### src/rtl/ro_puf_pair_comparator.sv
// RO-PUF response engine: per response bit, counts edges of one oscillator pair over a
// programmable window and compares them. Optional margin flags via macro ROPUF_MARGIN_EN.
module ro_puf_pair_comparator #(
  parameter int N_RO   = 16,
  parameter int SEL_W  = $clog2(N_RO),
  parameter int CNT_W  = 16,
  parameter int WIN_W  = 16,
  parameter int RESP_W = 8
`ifdef ROPUF_MARGIN_EN
  ,
  parameter logic [CNT_W-1:0] MARGIN_TH = 4
`endif
) (
  input  logic              clk,
  input  logic              rst,
  input  logic [N_RO-1:0]   ro_in,
  input  logic              start,
  input  logic [SEL_W-1:0]  chal_a,
  input  logic [SEL_W-1:0]  chal_b,
  input  logic [WIN_W-1:0]  win_len,
  output logic              ro_en,
  output logic              busy,
  output logic              done,
  output logic [RESP_W-1:0] response
`ifdef ROPUF_MARGIN_EN
  ,
  output logic [RESP_W-1:0] unstable_mask
`endif
);

  localparam int KW = (RESP_W > 1) ? $clog2(RESP_W) : 1;
  localparam logic [SEL_W:0]   N_RO_W   = (SEL_W+1)'(N_RO);
  localparam logic [SEL_W-1:0] LAST_IDX = SEL_W'(N_RO - 1);
  localparam logic [KW-1:0]    LAST_BIT = KW'(RESP_W - 1);

  typedef enum logic [2:0] {S_IDLE, S_SETTLE, S_COUNT, S_COMPARE, S_DONE} state_t;

  state_t              r_state;
  logic [WIN_W-1:0]    r_win;
  logic [WIN_W-1:0]    r_wcnt;
  logic [KW-1:0]       r_bit;
  logic [RESP_W-1:0]   r_resp;
  logic                r_busy;
  logic                r_ro_en;
  logic                r_done;
`ifdef ROPUF_MARGIN_EN
  logic [RESP_W-1:0]   r_unst;
  logic [CNT_W-1:0]    w_diff;
`endif

  logic [SEL_W-1:0]    w_chal [2];
  logic [SEL_W-1:0]    r_idx  [2];
  logic [2:0]          r_sync [2];
  logic [CNT_W-1:0]    r_cnt  [2];

  logic                w_accept;
  logic                w_clr;
  logic                w_counting;
  logic [WIN_W-1:0]    w_win;

  assign w_chal[0]  = chal_a;
  assign w_chal[1]  = chal_b;
  // start coinciding with the done pulse belongs to the finishing run and is dropped
  assign w_accept   = (r_state == S_IDLE) && start && !r_done;
  assign w_clr      = (r_state == S_IDLE) || (r_state == S_COMPARE);
  assign w_counting = (r_state == S_COUNT);
  assign w_win      = (win_len == '0) ? WIN_W'(1) : win_len;

  genvar gi;
  generate
    for (gi = 0; gi < 2; gi++) begin : g_chan
      logic [SEL_W:0]   w_ext;
      logic [SEL_W-1:0] w_base;
      logic             w_edge;

      // challenge may exceed N_RO-1 when N_RO is not a power of two; fold it once
      assign w_ext  = {1'b0, w_chal[gi]};
      assign w_base = (w_ext >= N_RO_W) ? SEL_W'(w_ext - N_RO_W) : w_chal[gi];
      assign w_edge = r_sync[gi][1] & ~r_sync[gi][2];

      always_ff @(posedge clk) begin
        if (rst) begin
          r_idx[gi] <= '0;
        end else if (w_accept) begin
          r_idx[gi] <= w_base;
        end else if (r_state == S_COMPARE) begin
          r_idx[gi] <= (r_idx[gi] == LAST_IDX) ? '0 : r_idx[gi] + 1'b1;
        end
      end

      // sync[0..1] is the 2-FF synchroniser, sync[2] the previous value for edge detect
      always_ff @(posedge clk) begin
        if (rst || w_clr) begin
          r_sync[gi] <= '0;
          r_cnt[gi]  <= '0;
        end else begin
          r_sync[gi] <= {r_sync[gi][1:0], ro_in[r_idx[gi]]};
          if (w_counting && w_edge && !(&r_cnt[gi])) begin
            r_cnt[gi] <= r_cnt[gi] + 1'b1;
          end
        end
      end
    end
  endgenerate

`ifdef ROPUF_MARGIN_EN
  assign w_diff = (r_cnt[0] > r_cnt[1]) ? (r_cnt[0] - r_cnt[1]) : (r_cnt[1] - r_cnt[0]);
`endif

  always_ff @(posedge clk) begin
    if (rst) begin
      r_state <= S_IDLE;
      r_win   <= '0;
      r_wcnt  <= '0;
      r_bit   <= '0;
      r_resp  <= '0;
      r_busy  <= 1'b0;
      r_ro_en <= 1'b0;
      r_done  <= 1'b0;
`ifdef ROPUF_MARGIN_EN
      r_unst  <= '0;
`endif
    end else begin
      case (r_state)
        S_IDLE: begin
          r_done <= 1'b0;
          if (w_accept) begin
            r_state <= S_SETTLE;
            r_win   <= w_win;
            r_wcnt  <= '0;
            r_bit   <= '0;
            r_resp  <= '0;
            r_busy  <= 1'b1;
            r_ro_en <= 1'b1;
`ifdef ROPUF_MARGIN_EN
            r_unst  <= '0;
`endif
          end
        end
        S_SETTLE: begin
          if (r_wcnt == WIN_W'(3)) begin
            r_state <= S_COUNT;
            r_wcnt  <= '0;
          end else begin
            r_wcnt <= r_wcnt + 1'b1;
          end
        end
        S_COUNT: begin
          if (r_wcnt == r_win - 1'b1) begin
            r_state <= S_COMPARE;
            r_ro_en <= 1'b0;
            r_wcnt  <= '0;
          end else begin
            r_wcnt <= r_wcnt + 1'b1;
          end
        end
        S_COMPARE: begin
          r_resp[r_bit] <= (r_cnt[0] > r_cnt[1]);
`ifdef ROPUF_MARGIN_EN
          r_unst[r_bit] <= (w_diff < MARGIN_TH);
`endif
          if (r_bit == LAST_BIT) begin
            r_state <= S_DONE;
          end else begin
            r_state <= S_SETTLE;
            r_ro_en <= 1'b1;
            r_bit   <= r_bit + 1'b1;
          end
        end
        S_DONE: begin
          r_done  <= 1'b1;
          r_busy  <= 1'b0;
          r_state <= S_IDLE;
        end
        default: r_state <= S_IDLE;
      endcase
    end
  end

  assign ro_en    = r_ro_en;
  assign busy     = r_busy;
  assign done     = r_done;
  assign response = r_resp;
`ifdef ROPUF_MARGIN_EN
  assign unstable_mask = r_unst;
`endif

endmodule

### config.mk
export PLATFORM = sky130hd
export DESIGN_NAME = ro_puf_pair_comparator
export DESIGN_NICKNAME = d
export VERILOG_FILES = /design/src/rtl/ro_puf_pair_comparator.sv
export SDC_FILE = /design/constraint.sdc
export NUM_CORES = 1
export LEC_CHECK = 0
export ABC_CLOCK_PERIOD_IN_PS = 3230
export CAP_MARGIN = 20
export CORE_MARGIN = 2
export CORE_UTILIZATION = 58
export DETAILED_ROUTE_END_ITERATION = 8
export GPL_TIMING_DRIVEN = 0
export HOLD_SLACK_MARGIN = 0.03
export PLACE_DENSITY_LB_ADDON = 0.1
export SETUP_SLACK_MARGIN = 0.15
export SYNTH_ARGS = -nofsm -noshare
export SYNTH_HDL_FRONTEND = slang
export SYNTH_SLANG_ARGS = --single-unit
### constraint.sdc
create_clock -name clk -period 3.23 [get_ports clk]
set_clock_uncertainty 0.1 [all_clocks]
set_input_delay 0.646 -clock clk [delete_from_list [all_inputs] [get_ports clk]]
set_output_delay 0.646 -clock clk [all_outputs]
set_load 0.03 [all_outputs]
==> reports/metrics.yaml <==
grt:
  grt.overflow.total: 0
  grt.total_usage: 0.251
  antenna_found_initial: 0
  grt_pass1_wl_um: 20900
  grt_start_max_net_pins: 17
  first_global_vias: 4572
synthesis:
  synth_edf_count: 40
  synth_flop_cell: "dfxtp_1"
  ys_async_sr_fraction: 0
  syn_inst: 646
  syn-num-nets: 713
  ys_types: 54
  yosys_warnings: 0
  syn_area_um2: 5640
  ys_seq_area_frac: 0.408
  syn_avg_cell_area_um2: 8.74
  yosys_register_bits: 95
die:
  core-area_um2: 9590
  io_pins: 54
  die_w_um: 103
  die_area_um2: 10500
  fp-row-count: 36
  start_util: 0.588
  die_y_um: 103
final_layout:
  ff_latch_area_um2: 2310
  num_antenna_cells: 0
  area_growth_pct: 17.2
  fin_nets: 781
  multi_input_area_um2: 3180
  stdcell_count: 852
  drive_gt1_frac: 0.0765
  nFillCells: 786
critical_path:
  worstPathArrival_ps: 3180
  regToRegSetupSlack_ps: 210
  cp.required_ps: 3400
  worst-setup-path-type: "reg -> reg"
  path_cells: "inv_2 > ha_4 > or4b_4 > or4b_4 > a211o_1 > nand2_1 > and4bb_2 > a21boi_4 > or2_1 > a32o_1"
  end_kind: "flop"
  cp-start-kind: "flop"
  worstPathMaxFanout: 6
  worst-r2r-cell-count: 10
  cp_common_cell: "or4b_4"
  critPathMaxStageDelay_ps: 540
  cp_slowest_cell: "or4b_4"
placed_design:
  hpwl_um: 9720
  placedCellCount: 833
  portBuffers: 52
  routabilityCongestion: 0.882
run:
  maxCapViolCount: 0
sta:
  period_needed_ps: 3020
  setup_viol: 0
  slew-limit-headroom: 0.380
  rsz0062_at_grt: "yes"
  maxSlewViolCount: 0
  finalSetupTns_ps: 0
  max_freq_ghz: 0.331
  post-route-period-util: 0.934
  worst_pin_slew_ps: 928
  hold_viol: 0
route:
  drt.antenna.violating_nets: 0
  drc_errors: 0
  wl_per_cell_um: 15.2
  dr.pass1.iters: 5
  wl_um: 12900
  initialDrtViolationCount: 305
  vias: 4883
  via_per_inst: 5.73
clock_tree:
  numCtsBuffers: 9
  clk_pin_slew_ps: 100
  cts_num_sinks: 95
  cts_hold_buf: 0
  clk_latency_ps: 370
  cts.path.max_buffers: 2
  cts-root-buf: "clkbuf_8"
  cts_tree: "done"
  h-tree-depth: 3
pwr:
  p_leak_nw: 2.39
  pwr-share-comb: 0.174
  switching_share: 0.286
  vdd_drop_max_v: 0.000314
  powerDensity_nw_per_um2: 380
  power_frac_seq: 0.540
  clockPowerShare: 0.286
  intPower_mw: 1.79
  switchingPower_mw: 0.720
min_path:
  hold-path-cell-count: 1
  hp-class: "reg -> reg"
status:
  status: "finished, final reports clean"
==> layer usage <==
layer | vias to the layer above | routed length (um) | GRT usage
li1 | 2440 | - | -
met3 | 15 | 648 | 0.0386
met4 | 0 | 194 | 0.0892
met5 | - | 0 | 0
met2 | 130 | 5930 | 0.400
met1 | 2298 | 6150 | 0.348
==> kinds of logic (layout without fill, tap and decap cells) <==
group / count (synthesis) / count (layout) / share of synthesized area
buffers and inverters: 58 / 131 / 0.0401
adders and majority gates: 24 / 24 / 0.0532
DFF: 95 / 95 / 0.408
muxes: 10 / 10 / 0.0399
and+or+nand+nor: 294 / 294 / 0.254
xor gates and xnor gates: 49 / 49 / 0.0760
AOI/OAI and AO/OA: 116 / 116 / 0.129
==> flip-flops by register name, indices dropped and copies added, names as in the netlist, 3 cells and up <==
name / cells
r_cnt: 32
r_wcnt: 16
r_win: 16
r_idx: 8
response: 8
r_sync: 6
r_bit: 3
r_state: 3
==> path summary, 6_finish.rpt <==
check	from	endpoint
max	r_win[0]	r_wcnt[1]
min reg2reg	r_sync[0][0]	r_sync[0][1]
min	r_sync[0][0]	r_sync[0][1]
max reg2reg	r_win[0]	r_wcnt[1]
==> cells in the mapped netlist (all sizes together), types with 3 or more instances <==
library cell  count  area share
a21o              3      0.0040
mux4             10       0.040
nor3             21       0.019
clkbuf           26       0.017
xor2             17       0.026
edfxtp           40        0.21
a31oi             4      0.0044
nand2b            5      0.0055
nor3b             3      0.0040
nor4             10       0.011
o21ai            21       0.019
or2               6      0.0067
xnor2            32       0.050
or4               3      0.0040
or3               5      0.0055
dfxtp            55        0.20
buf               4      0.0042
a22o              8       0.012
a211oi            3      0.0040
nand3            38       0.034
inv              28       0.019
a21oi            43       0.038
nand2            78       0.052
ha               24       0.053
nor2b            13       0.014
and2             16       0.018
o22ai            12       0.013
and3              7      0.0078
nand4            13       0.014
nor2             68       0.045
==> stage by stage <==
step                hold WS, ps  power, mW   util  cell area (um^2)  setup WS, ps
global route                374       2.62  0.689              6610           118
finish                      353       2.51  0.689              6610           212
detailed placement          321       1.80  0.661              6340         -74.2
global placement            315       1.78  0.660              6330          -272
CTS                         356       2.51  0.683              6550           150
floorplan                   306       1.65      -              5640           294
==> area by class of cell <==
cell class	instances	area share
plain buffers	30	0.0193
well taps	133	0.0252
clock buffers	9	0.0187
flip-flops and latches	95	0.349
repair buffers	57	0.0836
inverters	28	0.0163
multi-input cells	493	0.480
clock inverters	7	0.00738
==> worst max-delay path, delay by kind of cell (launching register included) <==
kind	cells	cell delay, ps
flip-flops	1	380
adder cells (fa/ha/maj)	1	130
AO/OA/AOI/OAI	3	640
AND/OR/NAND/NOR	5	1600
buffers and inverters	1	70
==> power by group through the flow <==
stage | sequential [mW] | clock, mW | combinational (mW)
finish | 1.36 | 0.719 | 0.438
global placement | 1.38 | 0 | 0.401
detailed placement | 1.38 | 0 | 0.417
global route | 1.37 | 0.766 | 0.486
CTS | 1.36 | 0.724 | 0.429
floorplan | 1.37 | 0 | 0.283
==> cell usage in the layout, fill, tap and decap left out, types with 5 or more instances in the layout <==
cell type        netlist  layout
inv_1                 28      26
xor2_1                17      17
or2_2                  5       5
o21ai_0               21      21
o22ai_1               12       9
clkdlybuf4s50_1        0      52
nand2_1               78      78
clkbuf_8               0       9
a22o_1                 8       8
a21oi_1               43      43
ha_1                  24      23
xnor2_1               32      32
clkbuf_1              26      26
or3_1                  5       5
nor3_1                21      21
dfxtp_1               55      53
nand3_1               38      38
and3_1                 7       7
edfxtp_1              40      40
mux4_2                10      10
and2_1                16      16
nor2_1                68      68
nand4_1               13      13
nor2b_1               13      13
nor4_1                10      10
nand2b_1               5       5
==> timing repair <==
item | CTS | global route
pin swaps | 3 | 3
buffers inserted | 1 | 2
gates resized for setup | 10 | 11
setup endpoints to repair | 18 | 14
(Power assumes the default switching activity.)
==> RTL change (same settings) <==
Re-encode `state_t` (5 states) as one-hot, 5 bits wide.
--- a/src/rtl/ro_puf_pair_comparator.sv
+++ b/src/rtl/ro_puf_pair_comparator.sv
@@ -33,7 +33,7 @@
   localparam logic [SEL_W-1:0] LAST_IDX = SEL_W'(N_RO - 1);
   localparam logic [KW-1:0]    LAST_BIT = KW'(RESP_W - 1);
 
-  typedef enum logic [2:0] {S_IDLE, S_SETTLE, S_COUNT, S_COMPARE, S_DONE} state_t;
+  typedef enum logic [4:0] {S_IDLE = 5'b00001, S_SETTLE = 5'b00010, S_COUNT = 5'b00100, S_COMPARE = 5'b01000, S_DONE = 5'b10000} state_t;
 
   state_t              r_state;
   logic [WIN_W-1:0]    r_win;
Formal check against the unedited RTL: no difference found for any inputs over 10 cycles, from zero or initial values and one cycle with rst high; not proved beyond that.
==> RTL change against the unedited design <==
- setup slack better by 0.16 ns
- routed wire length fell by 1.7%
- first-iteration DRC count decreased by 26%
- global-route usage fell by 0.84 points
- synthesized area grew 0.71%
- final area is 0.28% lower
- sequential cell count up 2
- critical path type unchanged
- largest cell class unchanged
- highest routed layer unchanged
Power is not compared: it rests on default switching activity, and its combinational part moved more than twofold at a synthesized area within 25%.
==> RTL change: results (changes against the unedited design) <==
* Run status: complete, no violations
* Slowest stage cell, crit path: nor4_2
* Initial DRC count at 226 (-26%)
* Net Count, Synth at 688 (-3.5%)
* Sequential element share of the synthesized area at 41.2% (+0.42 points)
* Synth area leaders: edfxtp_1 21%, dfxtp_1 20%, ha_1 5.3%, xnor2_1 5.1%, nor2_1 4.7%
* Distinct cells, synth at 58 (+7.4%)
* GP Congestion at 0.841 (-4.7%)
* Worst reg2reg setup slack at 0.37 ns (+0.16 ns)
* Final net count at 752 (-3.7%)
* FILL cells at 795 (+1.1%)
* Post-place setup slack at 0.263 ns (+0.337 ns)
* Mean post-synth cell area at 9.15 um2 (+4.8%)
* Crit Reg-Reg Endpoint: r_cnt[1][13]
* Dpl hpwl at 9700 um (-0.19%)
* CP max FO at 10 (+4)
* Hold WS at 0.338 ns (-0.0145 ns)
* Crit path DAT at 2.86 ns (-0.32 ns)
* Critical path's largest stage delay at 0.43 ns (-0.11 ns)
* Vias in the first global route at 4,525 (-1.0%)
* # placed instances at 806 (-3.2%)
* Post-placement cell area at 6370 um2 (+0.47%)
* First-pass GRT wire length at 20,600 um (-1.8%)
* Adder-Cell Fraction of Synth Area at 5.28% (-0.037 points)
* Xor/xnor share of the synthesized area at 7.55% (-0.054 points)
* GR Util All Layers at 24.2% (-0.84 points)
* Layout cells sized above 1 at 6.52% (-1.1 points)
* Met3 Track Usage GR at 2.92% (-0.95 points)
* Post-synthesis mux area share at 4.69% (+0.70 points)
* Met1 GRT Util at 33.7% (-1.1 points)
* Post-synth EDFFs at 40 (unchanged)
* Reg-to-reg critical path startpoint: r_cnt[1][7]
* Commonest cells in the netlist: 71 x nor2_1, 57 x dfxtp_1, 54 x nand2_1, 43 x nand3_1, 40 x edfxtp_1
* Worst Setup SP: r_cnt[1][7]
* M2 GR Usage at 39.8% (-0.21 points)
## RTL change: cell types whose count changed in the layout (fill, tap and decap cells not counted), sizes merged, moves of 7 or more
| cell | unedited run | this run |
|---|---|---|
| nand2 | 78 | 55 |
| nor2b | 13 | 5 |
| nand3b | 1 | 11 |
| a22o | 8 | 20 |
| o22ai | 12 | 4 |
| a21oi | 43 | 29 |
| clkbuf | 35 | 28 |
## RTL change: cell type report
cell class	count	area (um2)	share of cell area [%]
plain buffers	25	106	1.61
clock buffers	11	151	2.30
clock inverters	5	53.8	0.816
inverters	32	120	1.82
multi-input cells	467	3130	47.4
flip-flops and latches	97	2340	35.5
well taps	133	166	2.52
repair buffers	53	528	8.01
## RTL change: logic make-up (layout without fill, tap and decap cells)
kind of cell	Yosys count	in the layout
mux	14	14
simple gates	271	271
compound gates	109	109
xor+xnor	49	49
flops	97	97
fa+ha+maj	24	24
buf+inv	57	126
## RTL change: worst max path at each step
stage / slack [ns] / endpoint / cells past startpoint
2_1_floorplan: 0.81 / r_wcnt[1] / 9
3_3_place_gp: 0.28 / r_idx[0][0] / 7
3_5_place_dp: 0.26 / r_win[12] / 6
4_1_cts: 0.29 / r_cnt[1][13] / 9
5_1_grt: 0.16 / r_cnt[1][13] / 10
6_report: 0.37 / r_cnt[1][13] / 10
## RTL change: power breakdown
part / switching (uW) / internal (uW)
logic: 626 / 531
registers: 196 / 1470
clock network: 422 / 398
total: 1240 / 2400
## RTL change: metal layers
| metal | share of wire (%) | vias up |
|---|---|---|
| li1 | - | 2375 |
| met2 | 47 | 125 |
| met4 | 1.1 | 0 |
| met3 | 4.4 | 11 |
| met5 | 0 | - |
| met1 | 48 | 2288 |
## RTL change: timing repair
item,CTS,global route
hold buffers,0,0
resized for setup,0,2
endpoints found under the setup margin,0,13
buffers inserted,0,1
